==> src/rtl/arb_pkg.sv <==
// arb_pkg: FSM state encoding and width default shared by op_unit_arbiter2
package arb_pkg;
  localparam int BW_DEFAULT = 16;
  localparam logic [2:0] IDLE      = 3'd0;
  localparam logic [2:0] ISSUE     = 3'd1;
  localparam logic [2:0] WAIT_BUSY = 3'd2;
  localparam logic [2:0] WAIT_DONE = 3'd3;
  localparam logic [2:0] DELIVER   = 3'd4;
endpackage

==> src/rtl/op_unit_arbiter2_rise_detect.sv <==
// rise_detect: one-cycle pulse on a rising edge of D, registered previous level cleared by reset
module rise_detect (
  input  logic CLK,
  input  logic RST,
  input  logic D,
  output logic P
);
  logic d_old;
  // remember last sampled level so a held-high strobe does not retrigger
  always_ff @(posedge CLK) d_old <= RST ? 1'b0 : D;
  assign P = D & ~d_old;
endmodule

==> src/rtl/op_unit_arbiter2.sv <==
// op_unit_arbiter2: shares one ST/RD operation unit between two requesters; ARB_ROUND_ROBIN_EN selects round-robin over fixed priority
module op_unit_arbiter2
  import arb_pkg::*;
#(
  parameter int BW   = BW_DEFAULT,
  parameter int SCNT = 2
) (
  input  logic          CLK,
  input  logic          RST,
  input  logic          ST0,
  input  logic          ST1,
  input  logic [BW-1:0] IN0_0,
  input  logic [BW-1:0] IN1_0,
  input  logic [BW-1:0] IN0_1,
  input  logic [BW-1:0] IN1_1,
  output logic          RD0,
  output logic          RD1,
  output logic [BW-1:0] RES0,
  output logic [BW-1:0] RES1,
  output logic          U_ST,
  output logic [BW-1:0] U_IN0,
  output logic [BW-1:0] U_IN1,
  input  logic          U_RD,
  input  logic [BW-1:0] U_RES
);
  if (SCNT != 2) begin : g_bad_scnt
    $error("op_unit_arbiter2 supports SCNT=2 only");
  end
  logic [2:0]    state;
  logic [1:0]    pend;
  logic          gnt;
  logic          sel;
  logic          p0;
  logic          p1;
  logic [BW-1:0] a0;
  logic [BW-1:0] b0;
  logic [BW-1:0] a1;
  logic [BW-1:0] b1;
  rise_detect u_rise0 (.CLK(CLK), .RST(RST), .D(ST0), .P(p0));
  rise_detect u_rise1 (.CLK(CLK), .RST(RST), .D(ST1), .P(p1));
`ifdef ARB_ROUND_ROBIN_EN
  logic ptr;
  assign sel = &pend ? ptr : pend[1];
  // ptr names the requester favoured on the next tie; it flips away from whoever is issued
  always_ff @(posedge CLK) begin
    if (RST) ptr <= 1'b0;
    else if (state == IDLE && |pend) ptr <= ~sel;
  end
`else
  assign sel = ~pend[0];
`endif
  // request capture plus the issue/wait/deliver sequence toward the shared unit
  always_ff @(posedge CLK) begin
    if (RST) begin
      state <= IDLE;
      pend  <= '0;
      gnt   <= 1'b0;
      RD0   <= 1'b1;
      RD1   <= 1'b1;
      RES0  <= '0;
      RES1  <= '0;
      U_ST  <= 1'b0;
      U_IN0 <= '0;
      U_IN1 <= '0;
      a0    <= '0;
      b0    <= '0;
      a1    <= '0;
      b1    <= '0;
    end else begin
      if (p0 && RD0) begin
        a0      <= IN0_0;
        b0      <= IN1_0;
        pend[0] <= 1'b1;
        RD0     <= 1'b0;
      end
      if (p1 && RD1) begin
        a1      <= IN0_1;
        b1      <= IN1_1;
        pend[1] <= 1'b1;
        RD1     <= 1'b0;
      end
      case (state)
        IDLE: if (|pend) begin
          state <= ISSUE;
          gnt   <= sel;
          U_IN0 <= sel ? a1 : a0;
          U_IN1 <= sel ? b1 : b0;
          U_ST  <= 1'b1;
        end
        ISSUE: if (!U_RD) begin
          state <= WAIT_BUSY;
          U_ST  <= 1'b0;
        end
        WAIT_BUSY: state <= WAIT_DONE;
        WAIT_DONE: if (U_RD) begin
          state     <= DELIVER;
          pend[gnt] <= 1'b0;
          if (gnt) begin
            RES1 <= U_RES;
            RD1  <= 1'b1;
          end else begin
            RES0 <= U_RES;
            RD0  <= 1'b1;
          end
        end
        default: state <= IDLE;
      endcase
    end
  end
endmodule
==> config.mk <==
export PLATFORM = sky130hd
export DESIGN_NAME = op_unit_arbiter2
export DESIGN_NICKNAME = d
export VERILOG_FILES = /design/src/rtl/arb_pkg.sv /design/src/rtl/op_unit_arbiter2_rise_detect.sv /design/src/rtl/op_unit_arbiter2.sv
export SDC_FILE = /design/constraint.sdc
export NUM_CORES = 1
export LEC_CHECK = 0
export CORE_MARGIN = 1.5
export CORE_UTILIZATION = 45
export CTS_CLUSTER_SIZE = 25
export DETAILED_ROUTE_END_ITERATION = 8
export DONT_BUFFER_PORTS = 1
export HOLD_SLACK_MARGIN = 0.15
export PLACE_DENSITY = 0.61
export SYNTH_ARGS = -nofsm -noshare
export SYNTH_HDL_FRONTEND = slang
export SYNTH_SLANG_ARGS = --single-unit
==> constraint.sdc <==
create_clock -name CLK -period 2.1 [get_ports CLK]
set_clock_uncertainty 0.1 [all_clocks]
set_input_delay 0.42 -clock CLK [delete_from_list [all_inputs] [get_ports CLK]]
set_output_delay 0.42 -clock CLK [all_outputs]
set_load 0.02 [all_outputs]
==> results of run 1 <==
[power by group]
part	internal, uW	total, uW	switching [uW]
logic	439	925	486
clock network	2010	3080	1080
registers	2840	3120	281
total	5280	7130	1840
[worst paths after layout]
| path | to | slack, ns |
|---|---|---|
| setup / recovery | RES0[11] | 0.05 |
| hold / removal | RES1[12] | 0.27 |
| setup reg to reg | b0[8] | 0.11 |
| hold reg to reg | pend[1] | 0.42 |
[kinds of logic (layout without fill, tap and decap cells)]
family | count (synthesis) | after routing | synth area share
AO/OA/AOI/OAI | 136 | 136 | 0.166
XOR/XNOR | 1 | 1 | 0.00156
flip-flops | 139 | 139 | 0.496
multiplexers | 64 | 64 | 0.114
buffers and inverters | 54 | 150 | 0.0491
AND/OR/NAND/NOR | 201 | 201 | 0.173
[registers in the layout, summed over array words and instances (netlist names), 2 cells and up]
| name | cells |
|---|---|
| b0 | 16 |
| U_IN0 | 16 |
| a0 | 16 |
| U_IN1 | 16 |
| pend | 2 |
| state | 3 |
| RES1 | 16 |
| b1 | 16 |
| RES0 | 16 |
| a1 | 16 |
[synth_stat cells, types with 2 or more instances]
master     count  area share
nand2_1      128       0.086
clkbuf_1      36       0.024
nor2b_1        2      0.0022
a211oi_2      30       0.067
a211o_1        2      0.0031
nor3_1         4      0.0036
buf_2          7      0.0062
nand3b_1       2      0.0027
a2111oi_0      3      0.0047
buf_6          7       0.014
mux2i_1       64        0.11
a211oi_1       3      0.0040
nand2b_1      50       0.056
a21oi_1       98       0.087
nor2_1         4      0.0027
buf_4          3      0.0040
dfxtp_1      139        0.50
and3b_1        2      0.0031
[per-layer routing]
metal  part of all wire  track usage
met4              0.013       0.0808
met3              0.053       0.0662
met5                  0            0
met1               0.43        0.267
met2               0.51        0.408
[cell type report]
type,instances,share of cell area
multi-input combinational,402,0.347
tap,168,0.0286
clock buffer,23,0.0677
timing repair buffer,119,0.162
sequential,139,0.379
clock inverter,7,0.0153
inverter,1,0.000510
[cells in the final DEF, fill, tap and decap left out, drive strengths merged]
cell type	Yosys	final
or3b	1	1
a21oi	98	98
clkbuf	36	23
a211o	2	2
buf	17	13
nor2	4	4
a2111oi	3	3
nor3b	1	1
and3b	2	2
nand3	1	1
dfxtp	139	139
xnor2	1	1
clkinvlp	0	1
nor4b	1	1
bufinv	0	3
clkinv	0	3
nor3	6	6
or2	1	1
or3	1	1
nor2b	2	2
nand2	128	128
dlygate4sd3	0	106
and2	1	1
mux2i	64	64
a211oi	33	33
nand2b	50	50
nand3b	2	2
inv	1	1
[worst max-delay path, stage by stage]
cell and delay [ns]:
dlygate4sd3_1 0.56, nand2b_1 0.07, dlygate4sd3_1 0.57, mux2i_1 0.07, dlygate4sd3_1 0.56
[timing repair]
action,CTS,global route
endpoints found under the setup margin,0,35
hold buffers,107,0
hold endpoints to repair,139,0
gates resized for setup,0,6
[through the flow]
step / area, um^2 / power [uW] / instances / setup TNS, ns / hold slack (ns)
floorplan: 5610 / 3790 / 595 / 0 / 0.336
global placement: 5640 / 3870 / 722 / 0 / 0.335
detailed placement: 5640 / 3900 / 722 / 0 / 0.340
CTS: 7340 / 7150 / 859 / 0 / 0.264
global route: 7350 / 7410 / 859 / -0.00510 / 0.276
finish: 7350 / 7130 / 859 / 0 / 0.274
==> out/results.ini, run 1 <==
[logic_synthesis]
synth.net_count=680
synth-seq-area-share=0.496
synth_top_flop_cell=dfxtp_1
synth_edf_count=0
synth_area_per_cell_um2=9.43
synthesis.area_um2=5610
ys_async_sr_fraction=0
yosys_warnings=0
syn_inst=595
ys_ff_latch=139
ys_types=29

[critical_path]
crit_start=U_RES[11]
r2r_cells=5
timing.rr.start=RD0
cp_max_fo=2
cp.required_ns=2.29
critPathArrivalTime_ns=2.25
crit_type=in -> reg
critPathLaunchType=primary input
end_kind=register

[timing]
setup_violations=0
tightest_slew_ns=0.660
layout_setup_ws_ns=0.0450
slew_viol_final=0
clock.fmax_ghz=0.487
period_needed_ns=2.05
fin_crit_sh=0.979
relSlewSlack=0.560
timing_hold_violations_final=0

[clock_network]
tritoncts=done
cts_setup_buffers=0
cts_root_buffer=clkbuf_16
cts.clk_slew.worst_paths_ns=0.05
cts_buffers=17
htree_levels=4
clock_latency_ns=0.41
clock_path_buffers=2
cts.sinks=139

[power]
p_leak_uw=0.00284
irDropWorstVdd_v=0.000505
pwr_density_cell_nw_per_um2=969

[placed_design]
port_buffers=0
dp_hpwl_um=8300
dpl_worst_slack_ns=0.288
gp_congestion=0.757

[layout]
multi_input_area_um2=2550
syn2layout_area_growth_pct=31.1
n_antenna_cell=0
drive_gt1_frac=0.116
ff_latch_area_um2=2790
final_nets=765
post-route-util=0.610
fill_cells=1067

[route]
route.antenna.remaining_nets=0
vias=4483
via_per_inst=5.22
drt_wl_total_um=14600
post_drt_wl_per_cell_um=17.0
dr.pass1.iters=4
drtIter0Drc=274
drc=0

[outcome]
status=completed

[floorplanning]
die_y_um=115
placementRows=40
initial_core_util=0.465
io_pins=152
design.core.area_um2=12100
die_w_um=115
die_area_um2=13100

[grt]
grt_pass1_wl_um=23400
grt_usage=0.231
antenna_found_initial=0
globalRoute.totalOverflow=0
grt_max_degree=91
grt_pass1_vias=4729

[min_path]
holdPathStages=3
hp-class=in -> reg
hold_start=U_RD

[job]
cap_violations=0

Power figures use the tool's default switching activity.
==> run 2: changes to the inputs <==
--- a/config.mk
+++ b/config.mk
@@ -5,6 +5,7 @@
 export SDC_FILE = /design/constraint.sdc
 export NUM_CORES = 1
 export LEC_CHECK = 0
+export CORE_ASPECT_RATIO = 1.1
 export CORE_MARGIN = 1.5
 export CORE_UTILIZATION = 45
 export CTS_CLUSTER_SIZE = 25
==> run 2 against run 1 <==
- hold slack worse by 0.095 ns
- clock power down 7.5%
- final cell count down 1.6%
- first-iteration DRC count decreased by 15%
- setup slack better by 0.013 ns
- die area about the same
- sequential power hardly changed
- cell area down 0.75%
- flip-flop and latch count stayed put
- total power shrank 3.2%
- critical endpoint unchanged
- largest power group unchanged
- highest routed layer unchanged
==> out/results.ini, run 2 (synthesized netlist as in run 1, its figures left out) <==
[timing]
layout_setup_ws_ns=0.0582  ; +0.0131 ns
setup_violations=0  ; unchanged
slew_viol_final=0  ; unchanged
fin_crit_sh=0.972  ; -0.00625
tns_ns=0  ; unchanged
timing_hold_violations_final=0  ; unchanged
rsz0062_at_grt=false
period_needed_ns=2.04  ; -0.0131 ns
clock.fmax_ghz=0.490  ; +0.64%
relSlewSlack=0.560  ; about the same
tightest_slew_ns=0.660  ; +0.000471 ns

[power]
pwr-share-clk=0.414  ; -0.019
irDropWorstVdd_v=0.000585  ; +16%
power_frac_comb=0.134  ; +0.004
seq_power_share=0.452  ; +0.015
pwr_density_cell_nw_per_um2=945  ; -2.5%
p_leak_uw=0.00282  ; -0.79%
p_sw_frac=0.274  ; +0.0146
power.switching_uw=1890  ; +2.2%
p_int_uw=5010  ; -5.2%

[critical_path]
crit_type=in -> reg
path_cells=dlygate4sd3_1 -> nand2b_1 -> dlygate4sd3_1 -> mux2i_1 -> dlygate4sd3_1
r2r_cells=4  ; -1
cp_max_fo=2  ; unchanged
worst_path_max_delay_cell=dlygate4sd3_1
reg2reg_slack_ns=0.11  ; about the same
rr_endpoint=RES0[13]
critPathArrivalTime_ns=2.25  ; about the same
cp.required_ns=2.31  ; +0.02 ns
cpMostUsedCell=dlygate4sd3_1
timing.rr.start=state[1]
end_kind=register
max_stage_delay_ns=0.57  ; about the same
critPathLaunchType=primary input

[min_path]
hp-class=in -> reg
worstHoldEndpoint=RES1[13]
holdPathStages=2  ; -1
hold_start=RST

[placed_design]
dp_hpwl_um=8230  ; -0.79%
dpl_worst_slack_ns=0.299  ; +0.0105 ns
placed_area_um2=5610  ; -0.49%
port_buffers=0  ; unchanged
gp_congestion=0.754  ; -0.40%

[layout]
multi_input_area_um2=2550  ; about the same
final_nets=763  ; -0.26%
n_antenna_cell=0  ; unchanged
syn2layout_area_growth_pct=30.2
ff_latch_area_um2=2790  ; about the same
drive_gt1_frac=0.117  ; +0.00145
post-route-util=0.604  ; -0.00582
fill_cells=1036  ; -2.9%
fin_area_um2=7300  ; -0.75%
layout_commonest_cell=dfxtp_1
final_cell_mix=dfxtp_1 (135), nand2_1 (128), dlygate4sd3_1 (107), a21oi_1 (98), mux2i_1 (64)

[route]
drc=0  ; unchanged
drt_wl_total_um=14800  ; +1.3%
drtIter0Drc=234  ; -15%
post_drt_wl_per_cell_um=17.5  ; +3.0%
dr.pass1.iters=4  ; unchanged
route.antenna.remaining_nets=0  ; unchanged
vias=4532  ; +1.1%
via_per_inst=5.36  ; +2.8%

[outcome]
status=completed

[clock_network]
cts_root_buffer=clkbuf_16
htree_levels=4  ; unchanged
tritoncts=done
cts.clk_slew.worst_paths_ns=0.06  ; about the same
cts_buffers=17  ; unchanged
clock_path_buffers=2  ; unchanged
clock_latency_ns=0.42  ; about the same
cts_setup_buffers=0  ; unchanged
cts.sinks=139  ; unchanged

[job]
cap_violations=0  ; unchanged

[floorplanning]
io_pins=152  ; unchanged
die_y_um=120  ; +4.7%
die_area_um2=13100  ; about the same
initial_core_util=0.464  ; -0.000963
design.core.area_um2=12100  ; +0.21%
die_w_um=109  ; -4.5%
placementRows=42  ; +5.0%

[grt]
grt_pass1_vias=4701  ; -0.59%
globalRoute.totalOverflow=0  ; unchanged
grt_max_degree=92  ; +1.1%
grt_pass1_wl_um=23300  ; -0.76%
antenna_found_initial=0  ; unchanged
grt_usage=0.231  ; about the same

-- run 2: changes by cell type in the layout (fill, tap and decap cells not counted), moves of 2 or more --
cell        delta
buf_4          -3
clkinv_2       +2
clkinvlp_4     +3
bufinv_16      -2
-- run 2: power by group through the flow --
stage	clock network [uW]	registers, uW	logic [uW]
final	2850	3120	925
after global routing	3010	3140	1000
after CTS	2880	3120	912
after detailed placement	0	3170	725
after global placement	0	3160	703
after floorplan	0	3110	682
-- run 2: stage by stage --
step / total power, uW / instances / hold slack [ns]
after floorplan: 3790 / 595 / 0.336
after global placement: 3870 / 705 / 0.335
after detailed placement: 3900 / 705 / 0.340
after CTS: 6910 / 846 / 0.263
after global routing: 7150 / 845 / 0.192
final: 6890 / 845 / 0.179
-- run 2: area by class of cell --
type                       count  area share
clock buffer                  21      0.0658
multi-input combinational    402       0.350
inverter                       1    0.000514
clock inverter                11      0.0129
tap                          154      0.0264
timing repair buffer         117       0.163
sequential                   139       0.382
-- run 2: layer usage --
metal,up-vias,global-route usage,part of all wire
li1,2188,-,-
met1,2179,0.254,0.39
met2,140,0.405,0.51
met3,25,0.0739,0.079
met4,0,0.0933,0.019
met5,-,0,0
-- run 2: worst max-delay path: cells and delay by family --
kind          cells  cell delay [ns]
simple gates      1             0.08
buf+inv           3             1.68
mux               1             0.07
-- run 2: how the worst max path moves through the flow --
stage / start / to / slack, ns / cells after the start
2_1_floorplan: RST / gnt / 0.57 / 4
3_3_place_gp: state[1] / RES1[8] / 0.36 / 3
3_5_place_dp: state[1] / RES1[9] / 0.30 / 3
4_1_cts: state[1] / RES0[12] / 0.02 / 4
5_1_grt: U_RES[10] / RES0[10] / 0.0009 / 5
6_report: U_RES[11] / RES0[11] / 0.06 / 5
-- run 2: repair_timing --
item,in CTS,in global routing
hold endpoints to repair,139,0
hold buffers,109,0
setup endpoints to repair,0,38
resized for setup,0,7
==> run 3: changes to the inputs <==
--- a/config.mk
+++ b/config.mk
@@ -7,12 +7,12 @@
 export LEC_CHECK = 0
 export CORE_ASPECT_RATIO = 1.1
 export CORE_MARGIN = 1.5
-export CORE_UTILIZATION = 45
+export CORE_UTILIZATION = 40
 export CTS_CLUSTER_SIZE = 25
 export DETAILED_ROUTE_END_ITERATION = 8
 export DONT_BUFFER_PORTS = 1
 export HOLD_SLACK_MARGIN = 0.15
-export PLACE_DENSITY = 0.61
+export PLACE_DENSITY = 0.55
 export SYNTH_ARGS = -nofsm -noshare
 export SYNTH_HDL_FRONTEND = slang
 export SYNTH_SLANG_ARGS = --single-unit
==> run 3 against run 2 <==
- maximum frequency is 1.3% higher
- die area is 12% higher
- routed wire length is 1.3% lower
- setup slack better by 0.027 ns
- sequential share of layout area is 0.39 points lower
- flip-flop and latch count stayed put
==> out/results.ini, run 3 (synthesized netlist as in run 1, its figures left out) <==
[placed_design]
gp_congestion=0.734  ; -2.7%
port_buffers=0  ; unchanged
dp_hpwl_um=8380  ; +1.7%
dp.cells=741  ; +5.1%

[floorplanning]
design.core.area_um2=13700  ; +14%
die_area_um2=14700  ; +12%
initial_core_util=0.408  ; -0.0558
die_y_um=127  ; +5.9%
die_w_um=116  ; +5.9%
io_pins=152  ; unchanged
placementRows=45  ; +7.1%

[power]
p_leak_uw=0.00283  ; +0.46%
p_int_uw=4930  ; -1.6%
irDropWorstVdd_v=0.000495  ; -15%
pwr-share-clk=0.411  ; -0.003
power.switching_uw=1930  ; +2.2%
p_sw_frac=0.281  ; +0.00758
seq_power_share=0.455  ; +0.003
power_frac_comb=0.134  ; about the same
pwr_density_cell_nw_per_um2=930  ; -1.5%

[critical_path]
crit_type=reg -> reg
timing.rr.start=RD0
end_kind=register
r2r_cells=5  ; +1
rr_endpoint=b0[7]
cp_max_fo=33  ; +31
critPathArrivalTime_ns=2.28  ; +0.03 ns
crit_end=b0[7]
max_stage_delay_ns=0.55  ; -0.02 ns
critPathLaunchType=register
crit_start=RD0
path_cells=and3b_1 -> buf_6 -> nand2_1 -> a21oi_1 -> dlygate4sd3_1
reg2reg_slack_ns=0.09  ; -0.02 ns
cp.required_ns=2.36  ; +0.05 ns
worst_path_max_delay_cell=dlygate4sd3_1

[grt]
globalRoute.totalOverflow=0  ; unchanged
grt_usage=0.203  ; -0.0282
antenna_found_initial=0  ; unchanged
grt_pass1_vias=4600  ; -2.1%
grt_max_degree=90  ; -2.2%
grt_pass1_wl_um=22900  ; -1.5%

[layout]
fill_cells=1277  ; +23%
n_antenna_cell=0  ; unchanged
ff_latch_area_um2=2790  ; about the same
final_nets=769  ; +0.79%
syn2layout_area_growth_pct=31.4
layout_commonest_cell=dfxtp_1
final_cell_count_no_fill=885  ; +4.7%
drive_gt1_frac=0.116  ; -0.00101
post-route-util=0.536  ; -0.0676
final_cell_mix=dfxtp_1 (137), nand2_1 (128), dlygate4sd3_1 (111), a21oi_1 (98), mux2i_1 (64)
multi_input_area_um2=2550  ; about the same

[clock_network]
cts_buffers=17  ; unchanged
cts.clk_slew.worst_paths_ns=0.06  ; about the same
tritoncts=done
cts_setup_buffers=0  ; unchanged
clock_path_buffers=2  ; unchanged
htree_levels=4  ; unchanged
clock_latency_ns=0.42  ; about the same
cts.sinks=139  ; unchanged
cts_root_buffer=clkbuf_16

[route]
via_per_inst=5.04  ; -6.0%
drtIter0Drc=183  ; -22%
vias=4462  ; -1.5%
route.antenna.remaining_nets=0  ; unchanged
dr.pass1.iters=5  ; +1
drt_wl_total_um=14600  ; -1.3%
drc=0  ; unchanged
post_drt_wl_per_cell_um=16.5  ; -5.8%

[timing]
period_needed_ns=2.01  ; -0.0269 ns
clock.fmax_ghz=0.496  ; +1.3%
fin_crit_sh=0.959  ; -0.0128
slew_viol_final=0  ; unchanged
rsz0062_at_grt=false
tightest_slew_ns=0.669  ; +0.00900 ns
timing_hold_violations_final=0  ; unchanged
relSlewSlack=0.554  ; -0.00600
setup_violations=0  ; unchanged
tns_ns=0  ; unchanged

[outcome]
status=completed

[job]
cap_violations=0  ; unchanged

[min_path]
holdPathStages=2  ; unchanged
hp-class=in -> reg

## run 3: area by class of cell
type / instances / area share
clock inverter: 14 / 0.0166
multi-input combinational: 402 / 0.346
clock buffer: 18 / 0.0596
tap: 188 / 0.0319
sequential: 139 / 0.378
inverter: 1 / 0.000509
timing repair buffer: 123 / 0.167
## run 3: through the flow
| step | total power (uW) | hold WS, ns | cell area [um^2] | worst slack (ns) |
|---|---|---|---|---|
| global placement | 3870 | 0.336 | 5660 | 0.351 |
| finish | 6850 | 0.141 | 7370 | 0.0851 |
| detailed placement | 3900 | 0.340 | 5660 | 0.275 |
| global route | 7150 | 0.196 | 7370 | 0.00168 |
| floorplan | 3790 | 0.336 | 5610 | 0.565 |
| CTS | 6900 | 0.277 | 7370 | 0.0248 |
## run 3: per-layer routing
metal	track usage	wire length, um
met1	0.224	5990
met2	0.354	7330
met3	0.0712	1040
met4	0.0796	233
met5	0	0
## run 3: worst min path at each step
stage | from | endpoint | slack (ns)
global placement | a0[10] | a0[10] | 0.34
floorplan | a1[0] | a1[0] | 0.34
detailed placement | b0[2] | b0[2] | 0.34
CTS | RST | U_IN0[9] | 0.28
finish | RST | RES1[1] | 0.14
global route | RST | RES1[1] | 0.20
## run 3: worst max-delay path: cells and delay by family (launching register included)
kind | cells | cell delay (ns)
flip-flops | 1 | 0.50
AO/OA/AOI/OAI | 1 | 0.14
AND/OR/NAND/NOR | 2 | 0.37
buffers and inverters | 2 | 0.84
## run 3: power groups by stage
stage / sequential (uW) / combinational, uW / clock (uW)
6_report: 3120 / 919 / 2810
5_1_grt: 3150 / 1010 / 2990
4_1_cts: 3120 / 910 / 2870
3_5_place_dp: 3180 / 725 / 0
3_3_place_gp: 3170 / 704 / 0
2_1_floorplan: 3110 / 682 / 0
## run 3: repair_timing
action	in CTS	in global routing
setup endpoints to repair	0	63
resized for setup	0	4
hold buffers	113	0
endpoints found under the hold margin	139	0
